==> config.mk <==
export PLATFORM = sky130hd
export DESIGN_NAME = trace_uart_tx
export DESIGN_NICKNAME = d
export VERILOG_FILES = /design/src/rtl/trace_uart_tx.sv
export SDC_FILE = /design/constraint.sdc
export NUM_CORES = 1
export LEC_CHECK = 0
export CORE_MARGIN = 3
export CORE_UTILIZATION = 48
export CTS_BUF_LIST = sky130_fd_sc_hd__clkbuf_8
export DETAILED_ROUTE_END_ITERATION = 7
export PLACE_DENSITY = 0.67
export SYNTH_ARGS = -nofsm -noshare
export SYNTH_HDL_FRONTEND = slang
export SYNTH_SLANG_ARGS = --single-unit
==> constraint.sdc <==
create_clock -name clk -period 11.04 [get_ports clk]
set_input_delay 2.76 -clock clk [delete_from_list [all_inputs] [get_ports clk]]
set_output_delay 2.76 -clock clk [all_outputs]
set_load 0.02 [all_outputs]
==> src/rtl/trace_uart_tx.sv <==
// trace_uart_tx: captures core writeback records into a FIFO and streams each one
// as a 10-byte 8N1 UART frame (A5 sync, pc, reg, value; big-endian fields).
module trace_uart_tx #(
    parameter int CLKS_PER_BIT = 434,
    parameter int FIFO_DEPTH   = 16
) (
    input  logic                        clk,
    input  logic                        rst_n,
    input  logic                        trace_en,
    input  logic                        debug_wb_ena,
    input  logic [31:0]                 debug_wb_pc,
    input  logic [4:0]                  debug_wb_reg,
    input  logic [31:0]                 debug_wb_value,
    output logic                        uart_tx,
    output logic                        busy,
    output logic [$clog2(FIFO_DEPTH):0] fifo_level,
    output logic [15:0]                 overflow_cnt
);
    localparam int AW = $clog2(FIFO_DEPTH);
    localparam int BW = $clog2(CLKS_PER_BIT);

    typedef enum logic [1:0] {IDLE, START, DATA, STOP} state_t;

    state_t        state_q, state_d;
    logic [BW-1:0] baud_q, baud_d;
    logic [2:0]    bit_q, bit_d;
    logic [3:0]    byte_q, byte_d;
    logic [79:0]   frame_q, frame_d;
    logic          tx_q, tx_d;
    logic [AW-1:0] wr_q, rd_q;
    logic [AW:0]   cnt_q, cnt_d;
    logic [15:0]   ovf_q;
    logic [68:0]   mem_q [FIFO_DEPTH];
    logic [68:0]   rec;
    logic [7:0]    next_byte;
    logic          full, req, push, drop, pop, baud_end;

    // Fullness comes from the registered count, so a pop in the same cycle never rescues a push.
    assign full     = cnt_q == (AW+1)'(FIFO_DEPTH);
    assign req      = trace_en & debug_wb_ena;
    assign push     = req & ~full;
    assign drop     = req & full;
    assign pop      = (state_q == IDLE) && (cnt_q != '0);
    assign baud_end = baud_q == BW'(CLKS_PER_BIT - 1);
    assign rec      = mem_q[rd_q];
    assign cnt_d    = cnt_q + (AW+1)'(push) - (AW+1)'(pop);

    assign uart_tx      = tx_q;
    assign busy         = (state_q != IDLE) || (cnt_q != '0);
    assign fifo_level   = cnt_q;
    assign overflow_cnt = ovf_q;

    always_comb begin
        state_d = state_q;
        baud_d  = (state_q == IDLE || baud_end) ? '0 : baud_q + BW'(1);
        bit_d   = bit_q;
        byte_d  = byte_q;
        frame_d = frame_q;
        case (state_q)
            IDLE: if (pop) begin
                state_d = START;
                byte_d  = '0;
                frame_d = {8'hA5, rec[68:37], 3'b000, rec[36:32], rec[31:0]};
            end
            START: if (baud_end) begin
                state_d = DATA;
                bit_d   = '0;
            end
            DATA: if (baud_end) begin
                state_d = (bit_q == 3'd7) ? STOP : DATA;
                bit_d   = bit_q + 3'd1;
            end
            STOP: if (baud_end) begin
                state_d = (byte_q < 4'd9) ? START : IDLE;
                byte_d  = byte_q + 4'd1;
                frame_d = {frame_q[71:0], 8'h00};
            end
            default: state_d = IDLE;
        endcase
        // The line is registered from the next state so each bit appears exactly on its edge.
        next_byte = frame_d[79:72];
        tx_d      = (state_d == START) ? 1'b0 : (state_d == DATA) ? next_byte[bit_d] : 1'b1;
    end

    always_ff @(posedge clk) begin
        if (!rst_n) begin
            state_q <= IDLE;
            baud_q  <= '0;
            bit_q   <= '0;
            byte_q  <= '0;
            frame_q <= '0;
            tx_q    <= 1'b1;
            wr_q    <= '0;
            rd_q    <= '0;
            cnt_q   <= '0;
            ovf_q   <= '0;
        end else begin
            state_q <= state_d;
            baud_q  <= baud_d;
            bit_q   <= bit_d;
            byte_q  <= byte_d;
            frame_q <= frame_d;
            tx_q    <= tx_d;
            cnt_q   <= cnt_d;
            if (push) wr_q <= wr_q + AW'(1);
            if (pop) rd_q <= rd_q + AW'(1);
            if (drop && ovf_q != 16'hFFFF) ovf_q <= ovf_q + 16'd1;
        end
    end

    always_ff @(posedge clk) begin
        if (rst_n && push) mem_q[wr_q] <= {debug_wb_pc, debug_wb_reg, debug_wb_value};
    end
endmodule

==> results of run 1 <==
-- synth_stat cells, types with 4 or more instances --
cell type / n
a21boi_0: 17
a21oi_1: 10
a221o_1: 4
a221oi_1: 34
a221oi_2: 28
and2_1: 36
and3_1: 5
and4_1: 4
buf_1: 8
buf_2: 24
buf_4: 27
clkbuf_1: 71
dfxtp_1: 132
edfxtp_1: 1104
ha_1: 23
inv_1: 22
mux4_2: 345
nand2_1: 32
nand2b_1: 6
nand3_1: 29
nand4_1: 10
nor2_1: 96
nor2b_1: 6
nor3_1: 9
nor3b_1: 61
o21ai_0: 13
xnor2_1: 27
xor2_1: 6
-- layout make-up --
type	count	area, um2
Fill cell	7354	44700
Sequential cell	1236	35800
Multi-Input combinational cell	845	11500
Clock buffer	208	2860
Tap cell	1287	1610
Timing Repair Buffer	132	1250
Clock inverter	133	767
Inverter	22	82.6
Antenna cell	4	10.0
-- worst reg2reg max path, stage by stage (launching register included) --
cell and delay (ns):
dfxtp_4 0.82, buf_12 0.71, buf_4 0.85, mux4_2 0.65, mux4_2 0.51, a221oi_2 0.53, nor3b_1 0.10
-- cells by family after synthesis --
family                     share of synthesized area, %
DFF                                                74.8
muxes                                              16.3
and+or+nand+nor                                    3.50
buffers and inverters                              1.54
AOI/OAI and AO/OA                                  2.62
xor gates and xnor gates                          0.604
adders and majority gates                         0.643
-- final timing paths --
path / start / end / cells after the start / slack, ns
worst min register to register: frame_q[2] / frame_q[2] / 2 / 0.47
worst max register to register: register / frame_q[29] / 6 / 6.73
worst min-delay path: frame_q[2] / frame_q[2] / 2 / 0.47
worst max-delay path: fifo_level[3] / busy / 6 / 5.09
-- state kept, by name, indices dropped and copies added (netlist names), named ones only --
register      count
mem_q          1104
rd_q              4
uart_tx           1
bit_q             3
baud_q            9
byte_q            4
frame_q          80
overflow_cnt     16
wr_q              4
fifo_level        5
state_q           2
-- where the power goes --
| part | total (mW) | internal [mW] | switching, mW |
|---|---|---|---|
| Sequential | 5.46 | 5.27 | 0.183 |
| Clock | 3.59 | 1.83 | 1.77 |
| Combinational | 2.64 | 1.24 | 1.41 |
| Total | 11.7 | 8.34 | 3.36 |
-- stage by stage --
stage | worst slack, ns | util, % | hold WS (ns) | power [mW]
global placement | 5.02 | 50.9 | 0.459 | 8.17
detailed placement | 4.99 | 50.9 | 0.466 | 8.23
CTS | 5.00 | 54.6 | 0.475 | 11.8
global route | 4.89 | 54.6 | 0.496 | 12.2
floorplan | 2.34 | - | 0.441 | 7.42
finish | 5.09 | 54.6 | 0.473 | 11.7
-- routing by layer --
metal	wire, um	GRT usage [%]	share of wire [%]
met1	43500	29.6	42
met2	50600	32.3	48
met3	7990	4.19	7.7
met4	2260	6.06	2.2
met5	27	0	0.026
==> metrics, run 1 <==
count of different cell masters after synthesis=56; most frequent cells in the layout=edfxtp_1, mux4_2, clkbuf_8, dfxtp_1, clkdlybuf4s50_1; syn nets=2333; slowest stage delay, CP=0.67 ns; Num CTS Buffers=191; max-slew violation count=0; Root Buffer=clkbuf_8; area fraction of the dominant cell type after synthesis=69.3%; nets=2525; CTS max path bufs=3; final wirelength=104000 um; max_slew headroom=19.7%; cell taking the most area after synthesis=edfxtp_1; max cap viols=0; final instance area=53900 um2; PwrDens=217 nW/um2; final std cells w/o fill=3867; Setup Buffers After CTS=0; synthesized flop and latch total=1236; Antenna Nets Post-Route=0; GPL Wtd Cong=0.780; endpoints failing setup=0; num rows=115; Ys Warns=0; Worst EP arrival=3.19 ns; ranking of synthesized cells by area=edfxtp_1, mux4_2, dfxtp_1, nor3b_1, a221oi_2; startpoint types=register; TritonCTS clock tree=built; drt drc=0; clock sink total=1236; Clock H-tree levels=4; area growth from synthesis to layout=12.6%; GR Util All Layers=20.6%; Peak VDD IR=0.000160 V; CTS resizes=0; dpl cells=3522; critical path type=reg2out; global-route wire length before repair=157000 um; RSZ-0062 raised after global routing=no; core box area=98600 um2; Crit path required time=8.28 ns; fraction of layout cells with a size suffix above 1=27.0%; Chip Width=322 um; f_max=168 MHz; per-cell routed wire length=27.0 um; Setup Skew=0.0459 ns; final cycle utilization of the critical path=53.9%; cell mode on critical path=inv_1; Least-Margin Pin Slew=1.20 ns; via count=23200; Static Leak=16.7 nW; DRT iter0 DRCs=2479; sequential fraction of the synthesis area=74.8%; placed cell areas=50200 um2; antenna violations before repair=10; Hold Buf Count CTS=0; Initial Util=48.5%; CP Capture Type=output port; Mapped Area=47800 um2; I/O pins=96; Final Critical Period=5.95 ns; Worst Path Buf+Inv=3; Die H=322 um; FFs w/ async S/R, synth=0%; CP top delay family=simple AND/OR/NAND/NOR gates; final hold viol count=0; largest net degree at the start of global routing=123; Clock transition at path regs=0.06 ns; most common cell after layout, fill and taps aside=edfxtp_1; total congestion overflow=0; setup_tns=0 ns; Critical Path, Cell by Cell=inv_1, ha_1, nor4b_1, and2_1, inv_1, clkdlybuf4s50_1; vias in the first global route=24100; Vias/cell=5.99; cells after synthesis=2236; worst skew pair latency=0.86 ns; CP max FO=7; slowest CP cell=nor4b_1; syn avg cell area=21.4 um2; die area=104000 um2; first-pass iteration count of the detailed router=5; number of port buffers=95; worst min path class=reg2reg; hpwl dp=58500 um; status=finished clean; EDFF count, synth=1104; Synth Flop Type=edfxtp_1
Power figures use the tool's default switching activity.
==> run 2, diff against run 1 <==
Clock period 11.04 ns to 5.8 ns, I/O delays scaled along.
==> metrics, run 2 (same netlist as run 1, synthesis figures left out) <==
I/O pins=96 (unchanged); Num CTS Buffers=193 (+1.0%); RSZ-0062 raised after global routing=no; hpwl dp=56700 um (-3.1%); Global Route met1 Usage=28.2% (-1.4 points); Cells on Worst Hold Path=2 (unchanged); Hold Buf Count CTS=0 (unchanged); most frequent cells in the layout=edfxtp_1, mux4_2, clkbuf_8, dfxtp_1, inv_1; final wirelength=104000 um (about the same); Chip Width=322 um (unchanged); final cycle utilization of the critical path=78.0%; antenna violations before repair=5 (-5); CP top delay family=simple AND/OR/NAND/NOR gates; Vias/cell=5.95 (-0.70%); CP Capture Type=output port; num rows=115 (unchanged); Critical Path Stages=6 (unchanged); Peak VDD IR=0.000310 V (+93%); Fill cells=7267 (-1.2%); Antenna Nets Post-Route=0 (unchanged); endpoints failing setup=0 (unchanged); cell mode on critical path=inv_1; slowest CP cell=nor4b_1; Worst EP arrival=3.07 ns (-0.12 ns); worst min path class=reg2reg; Initial Util=48.5% (unchanged); status=finished clean; dpl cells=3533 (+0.31%); per-cell routed wire length=26.8 um (-0.57%); FF/Latch Area=35800 um2 (unchanged); setup_tns=0 ns (unchanged); CTS max path bufs=3 (unchanged); final std cells w/o fill=3891 (+0.62%); Final Critical Period=4.52 ns; max_slew headroom=40.3% (+21 points); area growth from synthesis to layout=13.3%; first-pass iteration count of the detailed router=5 (unchanged); fraction of layout cells with a size suffix above 1=26.8% (-0.18 points); Setup Skew=0.0613 ns (+0.0154 ns); TritonCTS clock tree=built; GRT busiest layer=met2; max cap viols=0 (unchanged); critical path type=reg2out; grt met3 use=4.40% (+0.21 points); number of port buffers=95 (unchanged); max-slew violation count=0 (unchanged); most common cell after layout, fill and taps aside=edfxtp_1; f_max=221 MHz; Clock transition at path regs=0.06 ns (about the same); clock sink total=1236 (unchanged); total congestion overflow=0 (unchanged); most flop-heavy register=mem_q; Largest register FFs=1104 (unchanged); Die H=322 um (unchanged); drt drc=0 (unchanged); DRT iter0 DRCs=2321 (-6.4%); Worst Path Buf+Inv=3 (unchanged); die area=104000 um2 (unchanged); largest net degree at the start of global routing=90 (-27%); core box area=98600 um2 (unchanged); CP max FO=7 (unchanged); Critical Path, Cell by Cell=inv_1, ha_1, nor4b_1, and2_1, inv_1, clkdlybuf4s50_1; Setup Buffers After CTS=0 (unchanged); Clock H-tree levels=4 (unchanged); via count=23200 (-0.082%); Crit path required time=4.35 ns (-3.93 ns); startpoint types=register; PwrDens=409 nW/um2 (+89%); GR Util All Layers=20.7% (+0.071 points); routing usage on met2=33.6% (+1.3 points); global-route wire length before repair=158000 um (+0.40%); vias in the first global route=24400 (+1.0%); Static Leak=16.9 nW (+1.3%); Root Buffer=clkbuf_8; nets=2538 (+0.51%); GPL Wtd Cong=0.749 (-3.9%); Reg2Reg Depth=15 (+9); worst skew pair latency=0.86 ns (about the same); slowest stage delay, CP=0.61 ns (-0.06 ns); Least-Margin Pin Slew=0.891 ns (-0.314 ns); final hold viol count=0 (unchanged); area of the multi-input gates=11500 um2 (+0.22%); CTS resizes=0 (unchanged)
## run 2: cell count changes in the layout (fill, tap and decap cells not counted), sizes merged
cell,before,now
diode,4,3
clkinv,62,48
bufinv,3,6
clkbuf,208,200
inv,88,121
buf,38,49
## run 2: cell type report
| class | instances | share of cell area (%) |
|---|---|---|
| Sequential cell | 1236 | 66.1 |
| Multi-Input combinational cell | 845 | 21.2 |
| Clock buffer | 200 | 5.08 |
| Tap cell | 1287 | 2.97 |
| Timing Repair Buffer | 143 | 2.90 |
| Clock inverter | 155 | 1.63 |
| Inverter | 22 | 0.152 |
| Antenna cell | 3 | 0.0139 |
## run 2: power breakdown
part / switching (mW) / internal (mW)
combinational: 2.53 / 2.39
sequential: 0.382 / 10.0
clock: 3.35 / 3.50
## run 2: path summary, 6_finish.rpt
path / start / endpoint / slack, ns
worst max-delay path: fifo_level[3] / busy / 1.28
worst min-delay path: frame_q[39] / frame_q[39] / 0.47
worst max register to register: fifo_level[3] / fifo_level[4] / 2.43
worst min register to register: frame_q[39] / frame_q[39] / 0.47
## run 2: worst reg2reg max path: cells and delay by family (launching register included)
family / cells / cell delay [ns]
adder cells (fa/ha/maj): 4 / 1.03
AO/OA/AOI/OAI: 2 / 0.19
AND/OR/NAND/NOR: 4 / 1.28
buffers and inverters: 5 / 0.42
flip-flops: 1 / 0.33
## run 2: metal layers
layer,vias to the layer above,wire [um]
met5,-,13
met1,12300,42700
met4,2,2550
li1,9803,-
met3,188,7290
met2,893,51900
## run 2: through the flow
stage	util (%)	setup WS, ns	instance area (um2)	power [mW]	hold WS (ns)
after floorplan	-	0.257	47900	14.1	0.441
after global placement	51.3	1.65	50500	15.5	0.451
after detailed placement	51.3	1.65	50500	15.6	0.459
after CTS	55.0	1.17	54200	22.4	0.467
after global routing	55.0	1.02	54200	23.2	0.487
final	55.0	1.28	54200	22.2	0.465
